[src/rtl/clock_div_prog.sv]
// clock_div_prog: NUM_CH independent programmable clock dividers.
// Each channel produces a near-50% divided clock and a one-cycle pulse at the
// start of every output period; divisor updates take effect only at period
// boundaries so the outputs never glitch.
//
// Ports:
//   clk_in    - system clock, all logic on rising edge
//   rst       - asynchronous active-low reset
//   en        - per-channel run enable
//   cfg_wr    - single-cycle divisor write strobe
//   cfg_ch    - target channel for cfg_wr
//   cfg_div   - new divisor for cfg_ch (must be >= 2)
//   cfg_err   - registered one-cycle flag: previous cfg_wr was rejected
//   clk_out   - registered divided clock per channel
//   pulse_out - registered one-cycle strobe at the start of each period
module clock_div_prog #(
  parameter int unsigned NUM_CH  = 4,
  parameter int unsigned DIV_W   = 8,
  parameter int unsigned DEF_DIV = 2,
  localparam int unsigned CH_W   = (NUM_CH > 1) ? $clog2(NUM_CH) : 1
) (
  input  logic              clk_in,
  input  logic              rst,
  input  logic [NUM_CH-1:0] en,
  input  logic              cfg_wr,
  input  logic [CH_W-1:0]   cfg_ch,
  input  logic [DIV_W-1:0]  cfg_div,
  output logic              cfg_err,
  output logic [NUM_CH-1:0] clk_out,
  output logic [NUM_CH-1:0] pulse_out
);

  typedef enum logic [1:0] {
    ST_IDLE  = 2'd0,
    ST_RUN   = 2'd1,
    ST_DRAIN = 2'd2
  } ch_state_e;

  logic wr_ok;
  logic cfg_err_q;

  // A write is accepted only for a legal divisor on an existing channel.
  assign wr_ok = cfg_wr && (cfg_div >= DIV_W'(2)) && (32'(cfg_ch) < NUM_CH);

  // Rejection flag, high for exactly the cycle after a bad write.
  always_ff @(posedge clk_in or negedge rst) begin
    if (!rst) cfg_err_q <= 1'b0;
    else      cfg_err_q <= cfg_wr && !wr_ok;
  end

  assign cfg_err = cfg_err_q;

  for (genvar g = 0; g < NUM_CH; g++) begin : g_ch
    localparam logic [DIV_W-1:0] RST_DIV = DIV_W'(DEF_DIV << g);

    ch_state_e        state_q, state_d;
    logic [DIV_W-1:0] div_cur_q, div_cur_d;
    logic [DIV_W-1:0] div_pend_q, div_pend_d;
    logic [DIV_W-1:0] cnt_q, cnt_d;
    logic             pend_v_q, pend_v_d;
    logic             clk_q, clk_d;
    logic             pulse_q, pulse_d;
    logic             wr_sel, wrap;
    logic [DIV_W-1:0] div_eff, cnt_nxt, half;

    assign wr_sel  = wr_ok && (cfg_ch == CH_W'(g));
    assign wrap    = (cnt_q == div_cur_q - DIV_W'(1));
    // The period starting at a wrap edge is governed by the pending divisor.
    assign div_eff = (wrap && pend_v_q) ? div_pend_q : div_cur_q;
    assign cnt_nxt = wrap ? '0 : cnt_q + DIV_W'(1);
    // ceil(D/2) with one extra bit so D = 2^DIV_W-1 cannot overflow.
    assign half    = DIV_W'(({1'b0, div_eff} + (DIV_W+1)'(1)) >> 1);

    // Channel state register and outputs.
    always_ff @(posedge clk_in or negedge rst) begin
      if (!rst) begin
        state_q    <= ST_IDLE;
        div_cur_q  <= RST_DIV;
        div_pend_q <= RST_DIV;
        pend_v_q   <= 1'b0;
        cnt_q      <= '0;
        clk_q      <= 1'b0;
        pulse_q    <= 1'b0;
      end else begin
        state_q    <= state_d;
        div_cur_q  <= div_cur_d;
        div_pend_q <= div_pend_d;
        pend_v_q   <= pend_v_d;
        cnt_q      <= cnt_d;
        clk_q      <= clk_d;
        pulse_q    <= pulse_d;
      end
    end

    // Next-state and output logic.
    always_comb begin
      state_d    = state_q;
      div_cur_d  = div_cur_q;
      div_pend_d = div_pend_q;
      pend_v_d   = pend_v_q;
      cnt_d      = cnt_q;
      clk_d      = clk_q;
      pulse_d    = 1'b0;

      unique case (state_q)
        ST_IDLE: begin
          cnt_d = '0;
          clk_d = 1'b0;
          // No period in flight, so a write lands directly.
          if (wr_sel) begin
            div_cur_d = cfg_div;
            pend_v_d  = 1'b0;
          end
          if (en[g]) begin
            state_d = ST_RUN;
            clk_d   = 1'b1;
            pulse_d = 1'b1;
          end
        end

        ST_RUN, ST_DRAIN: begin
          if (wrap && pend_v_q) begin
            div_cur_d = div_pend_q;
            pend_v_d  = 1'b0;
          end
          // Applied after the wrap handling so a write on the wrap edge is deferred.
          if (wr_sel) begin
            div_pend_d = cfg_div;
            pend_v_d   = 1'b1;
          end
          if (wrap && !en[g]) begin
            state_d = ST_IDLE;
            cnt_d   = '0;
            clk_d   = 1'b0;
            pulse_d = 1'b0;
          end else begin
            state_d = en[g] ? ST_RUN : ST_DRAIN;
            cnt_d   = cnt_nxt;
            clk_d   = (cnt_nxt < half);
            pulse_d = wrap;
          end
        end

        default: begin
          state_d = ST_IDLE;
        end
      endcase
    end

    assign clk_out[g]   = clk_q;
    assign pulse_out[g] = pulse_q;
  end

endmodule

[config.mk]
export PLATFORM = sky130hd
export DESIGN_NAME = clock_div_prog
export DESIGN_NICKNAME = d
export VERILOG_FILES = /design/src/rtl/clock_div_prog.sv
export SDC_FILE = /design/constraint.sdc
export NUM_CORES = 1
export LEC_CHECK = 0
export CORE_ASPECT_RATIO = 0.75
export CORE_MARGIN = 8
export CORE_UTILIZATION = 45
export CTS_CLUSTER_SIZE = 20
export DETAILED_ROUTE_END_ITERATION = 6
export GPL_TIMING_DRIVEN = 0
export SLEW_MARGIN = 30
export SYNTH_ARGS = -nofsm -noshare
export SYNTH_HDL_FRONTEND = slang
export SYNTH_SLANG_ARGS = --single-unit
[constraint.sdc]
create_clock -name clk_in -period 13.75 [get_ports clk_in]
set_clock_uncertainty 0.1 [all_clocks]
set_input_delay 2.75 -clock clk_in [delete_from_list [all_inputs] [get_ports clk_in]]
set_output_delay 2.75 -clock clk_in [all_outputs]
set_load 0.01 [all_outputs]
# Yosys cells after proc, flatten, opt, wreduce, memory -nomap -nowiden
# Cells that the tools add are included.
# totals
ff_bits	117
in_bits	17
output_inout_bits	9
word_cells	193
# op_classes
n_addsub	12
order_cmp	5
eq_ne	27
mux	76
n_reduce_logical	44
# ops
op	n
$mux W8	16
$pmux W8 S2	8
$add A8 B1 Y9 const B	4
$add A8 B1 Y8 const B	4
$eq A8 B8 Y1	4
$lt A8 B8 Y1	4
$sub A8 B1 Y8 const B	4
$mux W1	24
$mux W2	12
$pmux W1 S2	12
$ne A2 B2 Y1 const B	8
$pmux W2 S2	4
$reduce_and A2 Y1	8
$logic_and A1 B1 Y1	14
$eq A2 B2 Y1 const B	6
$ne A3 B3 Y1 const B	4
$reduce_and A3 Y1	4
$eq A2 B1 Y1 const B	5
$logic_not A2 Y1	5
$ge A8 B2 Y1 const B	1
$reduce_bool A2 Y1	4
$reduce_or A2 Y1	4
$logic_not A1 Y1	5

# Depth between registers and ports, before layout
# Gate-level depths: netlist (run 1).
# logic_depth
word_depth	8
ltp_mapped	23
ltp_nobuf	20

# Least setup slack after synthesis (run 1)
# No wires, ideal clock.
# synth_path
path_type	input to register
start	input cfg_div[6]
end	register g_ch[2].div_cur_q[0]
setup_ns	0.124
arrival_ns	4.677
required_ns	13.526
path_slack_ns	8.849
cell_stages	7
n_path_buf	1
cell_sequence	clkbuf_1 -> nor3_1 -> a211oi_1 -> a31oi_1 -> nor2_1 -> a32o_1 -> a211o_1
# synth_between
elab_chain_cells	5
# synth_lines
element	line	source
start, declared	27	input logic [DIV_W-1:0] cfg_div,
$ge A8 B2 Y1	43	assign wr_ok = cfg_wr && (cfg_div >= DIV_W'(2)) && (32'(cfg_ch) < NUM_CH);
$logic_and A1 B1 Y1	43	
$logic_and A1 B1 Y1	66	assign wr_sel = wr_ok && (cfg_ch == CH_W'(g));
$ne A2 B2 Y1 (no line)	-	
$reduce_and A2 Y1 (no line)	-	
end signal, assigned	86	div_cur_q <= div_cur_d;
end, declared	57	logic [DIV_W-1:0] div_cur_q, div_cur_d;
# Every way passes these cells.
# A chain may end at the register's enable or synchronous reset.

# Worst setup path in the final report (run 1)
# layout_path
start	input cfg_div[2]
end	register g_ch[2].div_cur_q[6]
# The elaborated chain is that of the path after synthesis.

==> run metrics, run 1 <==
area grow syn2layout=12.71%; Overflow after GRT=0; Slew Limit Fails=0; synth warn=0; synth top area cells=dfrtp_1 (29%), ha_1 (6.3%), xnor2_1 (5.3%); DIE WIDTH=~180 um; Post-synth EDFFs=0; Worst Tran Pin Value=approximately 0.91 ns; Routed Antenna Nets=0; Synth Register Bits=approximately 120; Leakage=between 4 and 5 nW; port bufs=18; top-count cell post-synth=nand2_1; Initial Util=between 40% and 50%; worst min-delay path class=reg2reg; core box area=20950 um2; max-cap violations=0; outcome=finished clean; f_max=between 0.15 and 0.2 GHz; Crit Path Max Fanout=9; Fin. Hold Viols=0; fraction of layout cells with a size suffix above 1=between 10% and 20%; Final setup viols=0; io pins=26; Clock Pin Slew Worst Setup and Hold Paths=0.06 ns; placed cell areas=10090 um2; initial antenna violation count=0; DP HPWL=about 18 mm; Hold Path Depth=2; total power=around 2.4 mW; post-route setup slack=between 8 and 9 ns; ANT cells=0; Die Ht=141.8 um; CTS H-tree depth=4; root buf cell=clkbuf_16; first-pass GRT wire length=41.49 mm; CTS tree=built; Post-CTS Setup Bufs=0; total DRC errors in the routed layout=0; register area share after synthesis=between 30% and 40%; hold_buf cts=0; RSZ-0062 raised after global routing=no; NumNets Final=about 1.2k; post-synth top area cell=dfrtp_1; Synth top cells by count=nand2_1 (117), dfrtp_1 (109), nor2_1 (76); Final Cell Area=between 10000 and 15000 um2; slowest stage delay, CP=around 0.73 ns; vias in the first global route=just under 8k; Critical Path Source Type=primary input; Critical Path RT=13.96 ns; DRT Wirelength=24.91 mm; clock latency on the worst-skew pair=~0.44 ns; vias per cell=approximately 5.7; PwrDens=roughly 220 nW/um2; Setup Crit Path Kind=in2reg; vias post-DR=8392; Syn Nets=~1.2k; GP Congestion=approximately 0.86; Slowest cell on crit path=a31oi_1; Post-Syn Area per Cell=around 8.5 um2; DIE AREA=between 20000 and 30000 um2; clock buffer depth=2; Synth Flop Type=dfrtp_1; CP arrival=approximately 5.7 ns; Mapped Cells=roughly 1.1k; Total GRT Usage=19.63%; post-CTS sizing=0; Peak supply drop=between 100 and 150 uV; post-synthesis cell area=9498 um2; Tcrit/Tclk final=40.18%; row count=46; largest net degree at the start of global routing=64; r2r worst-path depth=20; Iteration-0 DRC Markers=between 700 and 800; pre-CTS setup slack=7.737 ns; drt pass-1 iters=5; Finished Layout Cells=1463; number of buffers created by CTS=17; post-layout min period=roughly 5.5 ns; Critical Path End Type=flip-flop; top-area cell type share of the netlist area=roughly 29%; WL/cell=approximately 17 um; asr flop ratio synth=100.0%; crit-path cells=clkdlybuf4s50_1 -> nor4_4 -> a211oi_1 -> a31oi_1 -> nor2_1 -> a32o_1 -> a211o_1; clk sinks=between 100 and 150; Unique masters post-synth=just under 80; Max-Slew Margin vs Limit=roughly 40%; Cells after DPL=roughly 1.4k; Setup TNS=0 ns
metrics by stage:
stage / utilization [%] / hold WS (ns)
final: 51.10 / 0.4119
after global routing: 51.10 / 0.4405
after CTS: 51.10 / 0.4091
after detailed placement: 48.16 / 0.3945
after global placement: 47.92 / 0.3736
after floorplan: - / 0.3476
area by class of cell:
cell class	instances	area, um2
Multi-Input combinational cell	878	6032
Sequential cell	117	2938
Buffer	88	391.6
Inverter	40	150.1
Clock buffer	19	442.9
Timing Repair Buffer	20	217.7
Tap cell	288	360.3
Fill cell	2051	10240
Clock inverter	13	172.7
registers in the layout, summed over array words and instances (netlist names):
signal and cells:
cfg_err 1, g_ch.clk_q 4, g_ch.cnt_q 32, g_ch.div_cur_q 32, g_ch.div_pend_q 32, g_ch.pend_v_q 4
g_ch.pulse_q 4, g_ch.state_q 8
layout by cell type (no fill, tap or decap), drive strengths merged, types with 25 or more instances in the layout:
cell	Yosys	final
a21oi	59	59
and3	40	40
buf	22	25
clkbuf	66	85
dfrtp	109	109
ha	48	48
inv	39	42
mux2	36	36
mux2i	25	25
nand2	118	118
nand2b	31	31
nand3	50	50
nor2	76	76
o21ai	58	58
xnor2	57	57
xor2	39	39
worst max-delay path, delay by kind of cell:
| family | cells | cell delay (ns) |
|---|---|---|
| AOI/OAI and AO/OA | 4 | 1.55 |
| and+or+nand+nor | 2 | 0.80 |
| buffers and inverters | 1 | 0.63 |
cells by family after synthesis:
group	Yosys count	share of synthesized area, %
xor+xnor	96	8.853
simple gates	412	22.21
compound gates	261	19.08
flops	117	30.93
mux	61	6.903
buf+inv	128	5.704
fa+ha+maj	48	6.323
report_power, final:
part / switching [mW] / internal, mW / total, mW
clock: 0.183 / 0.292 / 0.475
sequential: 0.141 / 0.488 / 0.629
combinational: 0.748 / 0.553 / 1.30
total: 1.07 / 1.33 / 2.40
metal layers:
metal | global-route usage [%] | part of all wire, % | wire, um | vias to the layer above
met5 | 0 | 0 | 0 | -
met4 | 4.490 | 0.90 | 225 | 0
met3 | 3.143 | 5.4 | 1350 | 22
met2 | 28.33 | 42 | 10490 | 203
met1 | 29.89 | 52 | 12840 | 4031
li1 | - | - | - | 4136
path summary, 6_finish.rpt:
check                                            startpoint                                to  slack (ns)
max                                              cfg_div[2]  g_ch[2].div_cur_q[6]$_DFFE_PN0P_        8.22
min reg2reg                       g_ch[2].clk_q$_DFFE_PN0P_         g_ch[2].clk_q$_DFFE_PN0P_        0.41
min                               g_ch[2].clk_q$_DFFE_PN0P_         g_ch[2].clk_q$_DFFE_PN0P_        0.41
max in group asynchronous                               rst  g_ch[2].div_cur_q[3]$_DFFE_PN1P_       10.70
min in group asynchronous                               rst      g_ch[1].cnt_q[2]$_DFFE_PN0P_        2.14
max reg2reg                g_ch[2].div_cur_q[0]$_DFFE_PN0P_         g_ch[2].clk_q$_DFFE_PN0P_        8.44
Power figures use the tool's default switching activity.
==> run 2: changes to the inputs <==
clock period = 4.5 ns   (was 13.75 ns; I/O delays follow)
==> run metrics, run 2 (same netlist as run 1, synthesis figures left out) <==
Max-Slew Margin vs Limit=37.98% (was 39.29%); Reg-to-Reg End=g_ch[0].clk_q$_DFFE_PN0P_ (was g_ch[2].clk_q$_DFFE_PN0P_); Flop pwr share=26.3% (was 26.1%); Cells after DPL=1431 (unchanged); clock latency on the worst-skew pair=0.43 ns (was 0.44 ns); CTS H-tree depth=4 (unchanged); DIE AREA=26060 um2 (unchanged); vias post-DR=8609 (was 8392); Fin. Hold Viols=0 (unchanged); Critical Path Source Type=flip-flop (was primary input); io pins=26 (unchanged); switch share=44.79% (was 44.56%); vias in the first global route=7883 (was 7801); first-pass GRT wire length=41.95 mm (was 41.49 mm); vias per cell=5.801 (was 5.736); fraction of layout cells with a size suffix above 1=17.47% (was 10.13%); clock buffer depth=2 (unchanged); DP HPWL=18.24 mm (unchanged); area grow syn2layout=18.48% (was 12.71%); initial antenna violation count=0 (unchanged); crit path to=g_ch[0].clk_q$_DFFE_PN0P_ (was g_ch[2].div_cur_q[6]$_DFFE_PN0P_); most frequent cells in the layout=nand2_1 (116), dfrtp_1 (101), nor2_1 (70) (was nand2_1 (117), dfrtp_1 (109), nor2_1 (76)); Total GRT Usage=19.82% (was 19.63%); CP bufs+invs=1 (unchanged); Routed Antenna Nets=0 (unchanged); Worst Tran Pin Value=0.9280 ns (was 0.9084 ns); Overflow after GRT=0 (unchanged); root buf cell=clkbuf_16 (unchanged); Critical Path End Type=flip-flop (unchanged); Iteration-0 DRC Markers=717 (was 749); Finished Layout Cells=1484 (was 1463); core box area=20950 um2 (unchanged); slowest stage delay, CP=0.55 ns (was 0.73 ns); DIE WIDTH=183.8 um (unchanged); Die Ht=141.8 um (unchanged); Final setup viols=0 (unchanged); worst min-delay path class=in2async (was reg2reg); GP Congestion=0.8564 (unchanged); Worst R2R Start=g_ch[0].div_cur_q[1]$_DFFE_PN1P_ (was g_ch[2].div_cur_q[0]$_DFFE_PN0P_); combinational share of power=54.9% (was 54.1%); CP delay by family, top=simple AND/OR/NAND/NOR gates (was compound AO/OA/AOI/OAI gates); clock share of power=18.8% (was 19.8%); Peak supply drop=348.1 uV (was 116.0 uV); outcome=finished clean (unchanged); crit-path cells=inv_2 -> ha_4 -> or3_4 -> a31o_4 -> nor4_4 -> nand2_4 -> mux2_4 -> ha_4 -> nand3_4 -> nor2_4 -> xnor2_1 -> nor3_1 -> a21oi_1 -> ha_1 -> a21oi_1 -> o21ai_2 -> or4_4 -> a21oi_2 (was clkdlybuf4s50_1 -> nor4_4 -> a211oi_1 -> a31oi_1 -> nor2_1 -> a32o_1 -> a211o_1); post-layout min period=between 4 and 5 ns; clk sinks=117 (unchanged); critical path launch point=g_ch[0].div_cur_q[1]$_DFFE_PN1P_ (was cfg_div[2]); total internal power=4.276 mW (was 1.333 mW); Slowest cell on crit path=dfstp_2 (was a31oi_1); Initial Util=45.34% (unchanged); Clock Pin Slew Worst Setup and Hold Paths=0.06 ns (about the same); Leakage=4.858 nW (was 4.659 nW); Setup Crit Path Kind=reg2reg (was in2reg); Tcrit/Tclk final=between 90% and 100%; port bufs=18 (unchanged); total power=7.746 mW (was 2.405 mW); CTS tree=built (unchanged); max-cap violations=0 (unchanged); f_max=around 0.23 GHz; total DRC errors in the routed layout=0 (unchanged); WL/cell=17.41 um (was 17.02 um); filler instances=2000 (was 2051); CP arrival=4.59 ns (was 5.73 ns); reg-to-reg slack, setup=0.17 ns (was 8.44 ns); Critical Path RT=4.76 ns (was 13.96 ns); Worst path depth=18 (was 7); final core utilization=53.71% (was 51.10%); number of buffers created by CTS=17 (unchanged); ANT cells=0 (unchanged); NumNets Final=1248 (was 1227); Switch Pwr=3.469 mW (was 1.072 mW); leading cell type in the layout, fill and taps excluded=nand2_1 (unchanged); drt pass-1 iters=5 (unchanged); Largest regs=g_ch.cnt_q (32), g_ch.div_cur_q (32), g_ch.div_pend_q (32) (unchanged); row count=46 (unchanged); largest net degree at the start of global routing=64 (unchanged); DRT Wirelength=25.83 mm (was 24.91 mm); Crit Path Max Fanout=5 (was 9); r2r worst-path depth=18 (was 20); Slew Limit Fails=0 (unchanged); PwrDens=688.3 nW/um2 (was 224.7 nW/um2)
-- run 2: cell count changes in the layout (fill, tap and decap cells not counted), sizes merged --
cell | previous run | this run
buf | 25 | 55
clkbuf | 85 | 76
-- run 2: layer usage --
metal | global-route usage, % | vias to the layer above | wire length, um
met2 | 28.88 | 226 | 11180
met3 | 2.938 | 27 | 1398
met4 | 4.532 | 0 | 274
met5 | 0 | - | 0
met1 | 30.08 | 4180 | 12980
li1 | - | 4176 | -
-- run 2: worst reg2reg max path, cell delays in order (launching register included) --
cell and delay [ns]:
dfstp_2 0.55, inv_2 0.05, ha_4 0.17, or3_4 0.39
a31o_4 0.25, nor4_4 0.36, nand2_4 0.12, mux2_4 0.34
ha_4 0.19, nand3_4 0.10, nor2_4 0.05, xnor2_1 0.21
nor3_1 0.07, a21oi_1 0.14, ha_1 0.26, a21oi_1 0.17
o21ai_2 0.09, or4_4 0.51, a21oi_2 0.15
-- run 2: final cells by class --
class | instances | area, um2 | share of cell area (%)
Clock inverter | 13 | 172.7 | 1.534
Timing Repair Buffer | 54 | 474.2 | 4.214
Inverter | 40 | 152.6 | 1.356
Clock buffer | 19 | 442.9 | 3.936
Tap cell | 288 | 360.3 | 3.202
Multi-Input combinational cell | 878 | 6366 | 56.57
Buffer | 75 | 336.6 | 2.991
Sequential cell | 117 | 2948 | 26.20
-- run 2: worst min path at each step --
stage | endpoint | start | cells past startpoint | slack (ns)
2_1_floorplan | g_ch[2].clk_q$_DFFE_PN0P_ | g_ch[2].clk_q$_DFFE_PN0P_ | 2 | 0.35
3_3_place_gp | g_ch[2].clk_q$_DFFE_PN0P_ | g_ch[2].clk_q$_DFFE_PN0P_ | 2 | 0.37
3_5_place_dp | g_ch[2].clk_q$_DFFE_PN0P_ | g_ch[2].clk_q$_DFFE_PN0P_ | 2 | 0.39
4_1_cts | g_ch[1].div_cur_q[4]$_DFFE_PN0P_ | rst | 1 | 0.30
5_1_grt | g_ch[1].cnt_q[2]$_DFFE_PN0P_ | rst | 1 | 0.33
6_report | g_ch[1].cnt_q[2]$_DFFE_PN0P_ | rst | 1 | 0.29
-- run 2: power groups by stage --
stage               combinational, mW  clock, mW  sequential (mW)
floorplan                        3.02          0             1.79
global placement                 3.87          0             1.92
finish                           4.25       1.45             2.04
global route                     4.71       1.52             2.11
CTS                              3.99       1.48             1.96
detailed placement               3.93          0             1.93
-- run 2: repair_timing --
item                       in CTS  in global routing
pin swaps                       6                 30
buffers inserted                6                 28
hold buffers                    0                  0
gates resized for setup        29                 59
setup endpoints to repair       4                  4
-- run 2: stage by stage --
stage / TNS [ns] / setup slack (ns) / area [um2] / hold slack [ns]
after CTS: 0 / 0.01702 / 10840 / 0.3034
final: 0 / 0.1722 / 11250 / 0.2864
after detailed placement: -2.385 / -0.7400 / 10090 / 0.3945
after global placement: -286.06 / -2.534 / 10040 / 0.3736
after floorplan: 0 / 0.01002 / 9498 / 0.3476
after global routing: -0.1168 / -0.05324 / 11250 / 0.3280
